[src/rtl/multi_digit_counter.sv]
// Multi-digit decimal/hex up/down counter with a programmable step rate,
// per-digit load, and a multiplexed active-low 7-segment display scanner.
module multi_digit_counter #(
  parameter int  DIGITS      = 8,
  parameter int  SPEED_W     = 6,
  parameter int  BASE_DIV    = 1,
  parameter int  REFRESH_DIV = 4,
  localparam int SEL_W       = $clog2(DIGITS)
) (
  input  logic                  clk,
  input  logic                  reset,
  input  logic                  en,
  input  logic                  upDown,
  input  logic                  load,
  input  logic [SEL_W-1:0]      loadSelect,
  input  logic [3:0]            loadValue,
  input  logic [SPEED_W-1:0]    speed,
  input  logic                  hexMode,
  input  logic                  wrapEn,
  output logic [4*DIGITS-1:0]   count,
  output logic                  tick,
  output logic                  carry,
  output logic [6:0]            AtoG,
  output logic [DIGITS-1:0]     anode,
  output logic                  DP,
  output logic                  loadLED,
  output logic                  enLED,
  output logic                  upDownLED
);

  localparam int DIV_W = $clog2((2 ** SPEED_W) * BASE_DIV + 1);
  localparam int REF_W = (REFRESH_DIV > 1) ? $clog2(REFRESH_DIV) : 1;

  logic [DIGITS-1:0][3:0] cnt;
  logic [DIGITS-1:0][3:0] step_cnt;
  logic                   full_wrap;
  logic [DIV_W-1:0]       div;
  logic [DIV_W-1:0]       period_m1;
  logic                   step_req;
  logic [REF_W-1:0]       ref_cnt;
  logic [SEL_W-1:0]       scan_idx;
  logic [3:0]             radix_m1;
  logic [3:0]             load_val;

  function automatic logic [6:0] seg7(input logic [3:0] d);
    case (d)
      4'h0: seg7 = 7'b0000001;
      4'h1: seg7 = 7'b1001111;
      4'h2: seg7 = 7'b0010010;
      4'h3: seg7 = 7'b0000110;
      4'h4: seg7 = 7'b1001100;
      4'h5: seg7 = 7'b0100100;
      4'h6: seg7 = 7'b0100000;
      4'h7: seg7 = 7'b0001111;
      4'h8: seg7 = 7'b0000000;
      4'h9: seg7 = 7'b0000100;
      4'hA: seg7 = 7'b0001000;
      4'hB: seg7 = 7'b1100000;
      4'hC: seg7 = 7'b0110001;
      4'hD: seg7 = 7'b1000010;
      4'hE: seg7 = 7'b0110000;
      default: seg7 = 7'b0111000;
    endcase
  endfunction

  assign count     = cnt;
  assign loadLED   = load;
  assign enLED     = en;
  assign upDownLED = upDown;

  assign radix_m1  = hexMode ? 4'hF : 4'd9;
  assign load_val  = (!hexMode && loadValue > 4'd9) ? 4'd9 : loadValue;
  assign period_m1 = DIV_W'((32'(speed) + 1) * BASE_DIV - 1);
  // A shortened period takes effect at once: a divider already past the new end fires now.
  assign step_req  = (div >= period_m1);

  // Ripple the step through the digits; full_wrap means it fell off the top digit.
  // NOTE: every variable written here gets a default first so no latch is inferred.
  always_comb begin
    logic ripple;
    step_cnt = cnt;
    ripple   = 1'b1;
    for (int k = 0; k < DIGITS; k++) begin
      if (ripple) begin
        if (upDown) begin
          if (cnt[k] >= radix_m1) begin
            step_cnt[k] = 4'd0;
          end else begin
            step_cnt[k] = cnt[k] + 4'd1;
            ripple      = 1'b0;
          end
        end else if (cnt[k] == 4'd0) begin
          step_cnt[k] = radix_m1;
        end else if (cnt[k] > radix_m1) begin
          step_cnt[k] = radix_m1;
          ripple      = 1'b0;
        end else begin
          step_cnt[k] = cnt[k] - 4'd1;
          ripple      = 1'b0;
        end
      end
    end
    full_wrap = ripple;
  end

  // NOTE: sequential state uses non-blocking assignments only.
  always_ff @(posedge clk) begin
    if (reset) begin
      div   <= '0;
      cnt   <= '0;
      tick  <= 1'b0;
      carry <= 1'b0;
    end else begin
      div   <= step_req ? '0 : div + DIV_W'(1);
      tick  <= 1'b0;
      carry <= 1'b0;
      if (load) begin
        for (int k = 0; k < DIGITS; k++) begin
          if (loadSelect == SEL_W'(k)) cnt[k] <= load_val;
        end
      end else if (en && step_req) begin
        tick <= 1'b1;
        if (!full_wrap) begin
          cnt <= step_cnt;
        end else if (wrapEn) begin
          cnt   <= step_cnt;
          carry <= 1'b1;
        end
      end
    end
  end

  // Display scan: each digit is driven for REFRESH_DIV cycles in turn.
  always_ff @(posedge clk) begin
    if (reset) begin
      ref_cnt  <= '0;
      scan_idx <= '0;
      anode    <= ~DIGITS'(1);
      AtoG     <= 7'b0000001;
      DP       <= 1'b1;
    end else begin
      if (ref_cnt == REF_W'(REFRESH_DIV - 1)) begin
        ref_cnt  <= '0;
        scan_idx <= (scan_idx == SEL_W'(DIGITS - 1)) ? '0 : scan_idx + SEL_W'(1);
      end else begin
        ref_cnt <= ref_cnt + REF_W'(1);
      end
      anode <= ~(DIGITS'(1) << scan_idx);
      AtoG  <= seg7(cnt[scan_idx]);
      DP    <= !(load && (loadSelect == scan_idx));
    end
  end

endmodule
[config.mk]
export PLATFORM = sky130hd
export DESIGN_NAME = multi_digit_counter
export DESIGN_NICKNAME = d
export VERILOG_FILES = /design/src/rtl/multi_digit_counter.sv
export SDC_FILE = /design/constraint.sdc
export NUM_CORES = 1
export LEC_CHECK = 0
export ABC_AREA = 1
export CAP_MARGIN = 10
export CORE_ASPECT_RATIO = 1.1
export CORE_MARGIN = 2
export CORE_UTILIZATION = 59
export DETAILED_ROUTE_END_ITERATION = 10
export PLACE_DENSITY = 0.94
export SYNTH_ARGS = -nofsm -noshare
export SYNTH_HDL_FRONTEND = slang
export SYNTH_SLANG_ARGS = --single-unit
[constraint.sdc]
create_clock -name clk -period 5.13 [get_ports clk]
set_input_delay 1.2825 -clock clk [delete_from_list [all_inputs] [get_ports clk]]
set_output_delay 1.2825 -clock clk [all_outputs]
set_load 0.01 [all_outputs]
==> results of run 1 <==
[per-layer routing]
| metal | share of wire, % | vias up |
|---|---|---|
| met1 | 39 | 2539 |
| met5 | 0 | - |
| met3 | 11 | 60 |
| met4 | 3.7 | 0 |
| li1 | - | 2872 |
| met2 | 46 | 375 |
[how the worst max path moves through the flow]
| stage | to | slack, ns | cells after the start |
|---|---|---|---|
| 2_1_floorplan | count[5]$_SDFFE_PP0P_ | 1.82 | 13 |
| 3_3_place_gp | count[21]$_SDFFE_PP0P_ | 0.64 | 16 |
| 3_5_place_dp | count[16]$_SDFFE_PP0P_ | 0.51 | 16 |
| 4_1_cts | count[16]$_SDFFE_PP0P_ | 0.86 | 16 |
| 5_1_grt | count[20]$_SDFFE_PP0P_ | 0.46 | 16 |
| 6_report | count[16]$_SDFFE_PP0P_ | 0.75 | 16 |
[flip-flops by register name, summed over array words and instances (netlist names)]
register / flops
scan_idx: 3
tick: 1
DP: 1
anode: 8
carry: 1
ref_cnt: 2
count: 32
div: 7
AtoG: 7
[cell usage in the layout (no fill, tap or decap), types with 5 or more instances in the layout]
master	n
nor2_1	75
nand4_1	7
clkinv_1	9
ha_1	55
nand3_1	80
nand2_1	202
nor3_1	7
dfxtp_1	62
xor2_1	19
o21ai_0	76
nand3_2	5
o22ai_1	5
clkbuf_8	9
inv_1	102
xnor2_1	12
clkdlybuf4s50_1	72
a21oi_1	65
[power groups by stage]
stage          Combinational, mW  Clock [mW]  Sequential [mW]
2_1_floorplan              0.263           0            0.551
3_3_place_gp               0.380           0            0.553
3_5_place_dp               0.387           0            0.554
4_1_cts                    0.391       0.450            0.543
5_1_grt                    0.444       0.472            0.547
6_report                   0.400       0.452            0.544
[cells by family (layout without fill, tap and decap cells)]
family | Yosys count | count (layout) | synth area share, %
simple gates | 390 | 390 | 31.6
compound gates | 166 | 166 | 16.7
buf+inv | 142 | 204 | 10.8
flops | 62 | 62 | 23.1
fa+ha+maj | 55 | 55 | 12.8
xor+xnor | 31 | 31 | 5.05
[cells in the mapped netlist, drive strengths merged]
cell type and n:
a211oi 2, a21boi 1, a21o 1, a21oi 66
a221oi 1, a31oi 2, buf 13, clkbuf 17
clkinv 9, dfxtp 62, ha 55, inv 103
nand2 206, nand3 85, nand4 9, nor2 78
nor2b 1, nor3 7, nor3b 3, o211ai 4
o21a 1, o21ai 78, o21bai 1, o22ai 5
o311ai 1, o31ai 2, o32ai 1, or2 1
xnor2 12, xor2 19
[layout make-up]
| cell class | count | area (sq um) |
|---|---|---|
| clock buffers | 9 | 124 |
| clock inverters | 7 | 80.1 |
| fillers | 703 | 2560 |
| inverters | 112 | 420 |
| multi-input cells | 642 | 3550 |
| flip-flops and latches | 62 | 1240 |
| well taps | 114 | 143 |
| repair buffers | 76 | 751 |
[through the flow]
step	cell area (sq um)	hold slack, ns	cells	power [mW]	setup slack, ns
after floorplan	5380	0.404	846	0.814	1.82
after global placement	6110	0.417	1006	0.933	0.643
after detailed placement	6110	0.421	1006	0.942	0.509
after CTS	6310	0.437	1022	1.38	0.857
after global routing	6310	0.468	1022	1.46	0.460
final	6310	0.436	1022	1.40	0.752
==> impl_metrics.tcl, run 1 <==
set metrics [dict create \
    place.gp.congestion 1.01 \
    ir_drop_mv 0.183 \
    slew_headroom_pct 38.4 \
    final_antenna_net_count 0 \
    grt_pass1_vias 5062 \
    grt_max_degree 36 \
    r2r_cells 11 \
    drtIter0Drc 596 \
    cts_tree "done" \
    yosysSeqAreaShare_pct 23.1 \
    cts_inserted_buffers 9 \
    diodes 0 \
    syn_inst 846 \
    rows 36 \
    criticalPathCategory "input port to register" \
    top_level_ports 73 \
    wl_per_cell_um 14.5 \
    syn_area_sq_mm 0.00538 \
    slowest_delay_ns 0.65 \
    p_comb_share_pct 28.7 \
    maxCapViolations 0 \
    numPortBuffers 72 \
    crit_buf_inv 2 \
    path_max_fanout 18 \
    pwr-share-clk_pct 32.3 \
    start_util_pct 60.6 \
    die_height_um 104 \
    startpoint_type "input port" \
    grt_setup_unrepaired "no" \
    hold_depth 1 \
    yosysTopAreaCell "dfxtp_1" \
    hold_buffers 0 \
    worst_slew_pin_slew_ns 0.923 \
    slew_violations 0 \
    routed_wl_um 14800 \
    yosysTopAreaCellShare_pct 23.1 \
    cp.arrival_ns 4.64 \
    hold_class "register to register" \
    r2r-start "scan_idx[0]$_SDFFE_PP0P_" \
    nets 978 \
    path_clk_slew_ns 0.08 \
    grt_pass1_wl_um 23800 \
    met3_usage_pct 4.28 \
    synth_nets 921 \
    drc 0 \
    gr-usage-met1_pct 39.4 \
    ctsResizeCount 0 \
    cpMaxStageDelayCell "clkdlybuf4s50_1" \
    worst_setup_path_end_kind "register" \
    status "completed" \
    path_common_cell "nand2_1" \
    hp-start "ref_cnt[0]$_SDFF_PP0_" \
    area_growth_pct 17.4 \
    antenna_found_initial 0 \
    finalSetupTns_ns 0 \
    crit_start "hexMode" \
    clock_skew_ns 0.00889 \
    final_hold_viol_count 0 \
    power.internal_mw 0.896 \
    core_area_sq_mm 0.00887 \
    first_pass_iters 6 \
    yosys_warnings 0 \
    path_cells "clkdlybuf4s50_1 -> inv_1 -> ha_1 -> nand2_1 -> nand2_1 -> nand2_1 -> nand2_1 -> nor2_1 -> nor2_2 -> nand4_4 -> nor2_4 -> nand4_2 -> nand3_1 -> nand2_1 -> nand2_1 -> nor2_1" \
    leakage_nw 2.93 \
    min_period_ns 4.38 \
    syn_area_per_cell_sq_um 6.36 \
    clk_latency_ns 0.36 \
    die_area_sq_mm 0.00989 \
    cts_max_path_buffers 2 \
    r2r-end "AtoG[3]$_SDFF_PP0_" \
    die_x_um 95.0 \
    power_density_mw_per_mm2 221 \
    clockRootBuffer "clkbuf_8" \
    h-tree-depth 3 \
    drive_above_1_share_pct 4.30 \
    grt_overflow 0 \
    cts_setup_buffers 0 \
    grt_usage_pct 30.1 \
    p_seq_share_pct 39.0 \
    grtUsageMet2_pct 48.5 \
    cp.required_ns 5.39 \
    crit_family "simple AND/OR/NAND/NOR gates" \
    switching_share_pct 35.8 \
    clkSinkCount 62 \
    top_usage_layer "met2" \
    vias 5846 \
    fin_util_pct 71.1 \
    min_period_over_period_pct 85.3 \
    worstHoldEndpoint "ref_cnt[0]$_SDFF_PP0_" \
    r2r_setup_slack_ns 1.67 \
    p_sw_mw 0.500 \
    hpwl_um 10600 \
    setup_viol 0 \
    ys_ff_latch 62 \
    synth_area_leaders "dfxtp_1, nand2_1, ha_1" \
    yosysUniqueCellTypes 44 \
    fmax_mhz 228 \
    viasPerCell 5.72 \
]
Power figures use the tool's default switching activity.
==> run 2: changes to the inputs <==
--- a/config.mk
+++ b/config.mk
@@ -6,12 +6,13 @@
 export NUM_CORES = 1
 export LEC_CHECK = 0
 export ABC_AREA = 1
-export CAP_MARGIN = 10
+export CAP_MARGIN = 30
 export CORE_ASPECT_RATIO = 1.1
 export CORE_MARGIN = 2
 export CORE_UTILIZATION = 59
 export DETAILED_ROUTE_END_ITERATION = 10
 export PLACE_DENSITY = 0.94
+export SETUP_SLACK_MARGIN = 0.5
 export SYNTH_ARGS = -nofsm -noshare
 export SYNTH_HDL_FRONTEND = slang
 export SYNTH_SLANG_ARGS = --single-unit
==> run 2 against run 1 <==
Critical path depth fell by 1; largest cell class unchanged; via count increased by 0.50%; core utilization is 0.30 points higher; register-to-register slack lost 0.02 ns; design area increased by 0.42%; highest routed layer unchanged; power is 0.19% higher; routed wire length rose by 0.85%; critical path type unchanged; clock skew increased by 0.0012 ns.
==> impl_metrics.tcl, run 2 (synthesis results as in run 1) <==
set metrics [dict create \
    layout.cells.most_common "nand2_1" \
    startpoint_type "input port" \
    clk_latency_ns 0.37 \
    slowest_delay_ns 0.70 \
    grt_pass1_vias 5062 \
    min_period_over_period_pct 83.1 \
    r2r_setup_slack_ns 1.65 \
    criticalPathCategory "input port to register" \
    r2r-start "scan_idx[0]$_SDFFE_PP0P_" \
    cts_inserted_buffers 9 \
    drtIter0Drc 643 \
    start_util_pct 60.6 \
    rows 36 \
    h-tree-depth 3 \
    grt_max_degree 36 \
    design_area_sq_mm 0.00634 \
    first_pass_iters 9 \
    power_density_mw_per_mm2 221 \
    leakage_nw 2.94 \
    fin_util_pct 71.4 \
    path_cells "clkdlybuf4s50_1 -> clkinvlp_4 -> buf_4 -> buf_4 -> ha_1 -> nand4_1 -> a21boi_0 -> nand2_1 -> o21ai_0 -> nor2_4 -> nand4_2 -> nand3_1 -> nand2_1 -> nand2_1 -> nor2_1" \
    worst_slew_pin_slew_ns 0.930 \
    grt_setup_unrepaired "no" \
    slew_violations 0 \
    crit_buf_inv 4 \
    setup_viol 0 \
    hold_class "register to register" \
    grt_usage_pct 30.1 \
    drc 0 \
    die_x_um 95.0 \
    slew_headroom_pct 37.7 \
    place_area_sq_mm 0.00611 \
    drive_above_1_share_pct 4.72 \
    grt_pass1_wl_um 23800 \
    wl_per_cell_um 14.6 \
    r2r-end "AtoG[3]$_SDFF_PP0_" \
    vias 5875 \
    path_max_fanout 14 \
    cpMaxStageDelayCell "clkdlybuf4s50_1" \
    final_hold_viol_count 0 \
    clockRootBuffer "clkbuf_8" \
    dpl.cell_count 1006 \
    crit_cells 15 \
    cp.arrival_ns 4.52 \
    ir_drop_mv 0.183 \
    core_area_sq_mm 0.00887 \
    crit_family "simple AND/OR/NAND/NOR gates" \
    min_period_ns 4.26 \
    cp.required_ns 5.39 \
    antenna_found_initial 0 \
    clkSinkCount 62 \
    path_clk_slew_ns 0.08 \
    path_common_cell "nand2_1" \
    dp_slack_ns 0.509 \
    setup_ws_ns 0.868 \
    cts_tree "done" \
    crit_start "hexMode" \
    worst_setup_path_end_kind "register" \
    p_total_mw 1.40 \
    r2r_cells 11 \
    top_level_ports 73 \
    grt_overflow 0 \
    fmax_mhz 235 \
    layout_common_cells "nand2_1, inv_1, nand3_1" \
    hpwl_um 10600 \
    fin_cells 1025 \
    viasPerCell 5.73 \
    crit_path_end "count[16]$_SDFFE_PP0P_" \
    maxCapViolations 0 \
    die_height_um 104 \
    nets 981 \
    final_antenna_net_count 0 \
    status "completed" \
    area_growth_pct 17.9 \
    largest_reg_flops 32 \
    die_area_sq_mm 0.00989 \
    finalSetupTns_ns 0 \
    cts_max_path_buffers 2 \
    clock_skew_ns 0.0101 \
    hold-worst-slack_ns 0.437 \
    numPortBuffers 72 \
    routed_wl_um 15000 \
    place.gp.congestion 1.01 \
    diodes 0 \
]
[run 2: cell types whose count changed in the layout (fill, tap and decap cells not counted), sizes merged]
cell and change:
clkinvlp +1, inv -1, buf +3
[run 2: layout make-up]
type,instances,area [sq um]
clock buffers,9,124
clock inverters,7,80.1
fillers,698,2530
inverters,112,424
multi-input cells,642,3550
flip-flops and latches,62,1240
well taps,114,143
repair buffers,79,773
[run 2: metal layers]
layer / up-vias / global-route usage (%) / share of wire (%)
li1: 2875 / - / -
met1: 2572 / 39.4 / 38
met2: 361 / 48.5 / 46
met3: 67 / 4.28 / 11
met4: 0 / 13.3 / 4.4
met5: - / 0 / 0
[run 2: worst min-delay path by stage]
stage                     startpoint               endpoint  slack [ns]  cells after the start
2_1_floorplan  ref_cnt[0]$_SDFF_PP0_  ref_cnt[0]$_SDFF_PP0_        0.40                      1
3_3_place_gp   ref_cnt[0]$_SDFF_PP0_  ref_cnt[0]$_SDFF_PP0_        0.42                      1
3_5_place_dp   ref_cnt[0]$_SDFF_PP0_  ref_cnt[0]$_SDFF_PP0_        0.42                      1
4_1_cts        ref_cnt[0]$_SDFF_PP0_  ref_cnt[0]$_SDFF_PP0_        0.44                      1
5_1_grt        ref_cnt[0]$_SDFF_PP0_  ref_cnt[0]$_SDFF_PP0_        0.47                      1
6_report       ref_cnt[0]$_SDFF_PP0_  ref_cnt[0]$_SDFF_PP0_        0.44                      1
[run 2: repair_timing]
| item | 4_1_cts | 5_1_grt |
|---|---|---|
| resized for setup | 0 | 1 |
| setup buffers | 0 | 3 |
| setup endpoints to repair | 0 | 7 |
| hold endpoints to repair | 0 | 0 |
| hold buffers | 0 | 0 |
[run 2: report_power, final]
part,internal [mW],switching (mW)
clock,0.229,0.222
combinational,0.160,0.245
sequential,0.509,0.0353
total,0.897,0.501
[run 2: worst register-to-register path, cell delays in order, from the launching register on]
cell	delay, ns
dfxtp_1	0.87
inv_1	0.49
a21oi_1	0.23
o21ai_0	0.11
nand2_1	0.10
inv_1	0.04
o21ai_0	0.53
inv_1	0.21
ha_1	0.34
a21oi_1	0.21
o21ai_0	0.13
a21oi_1	0.14
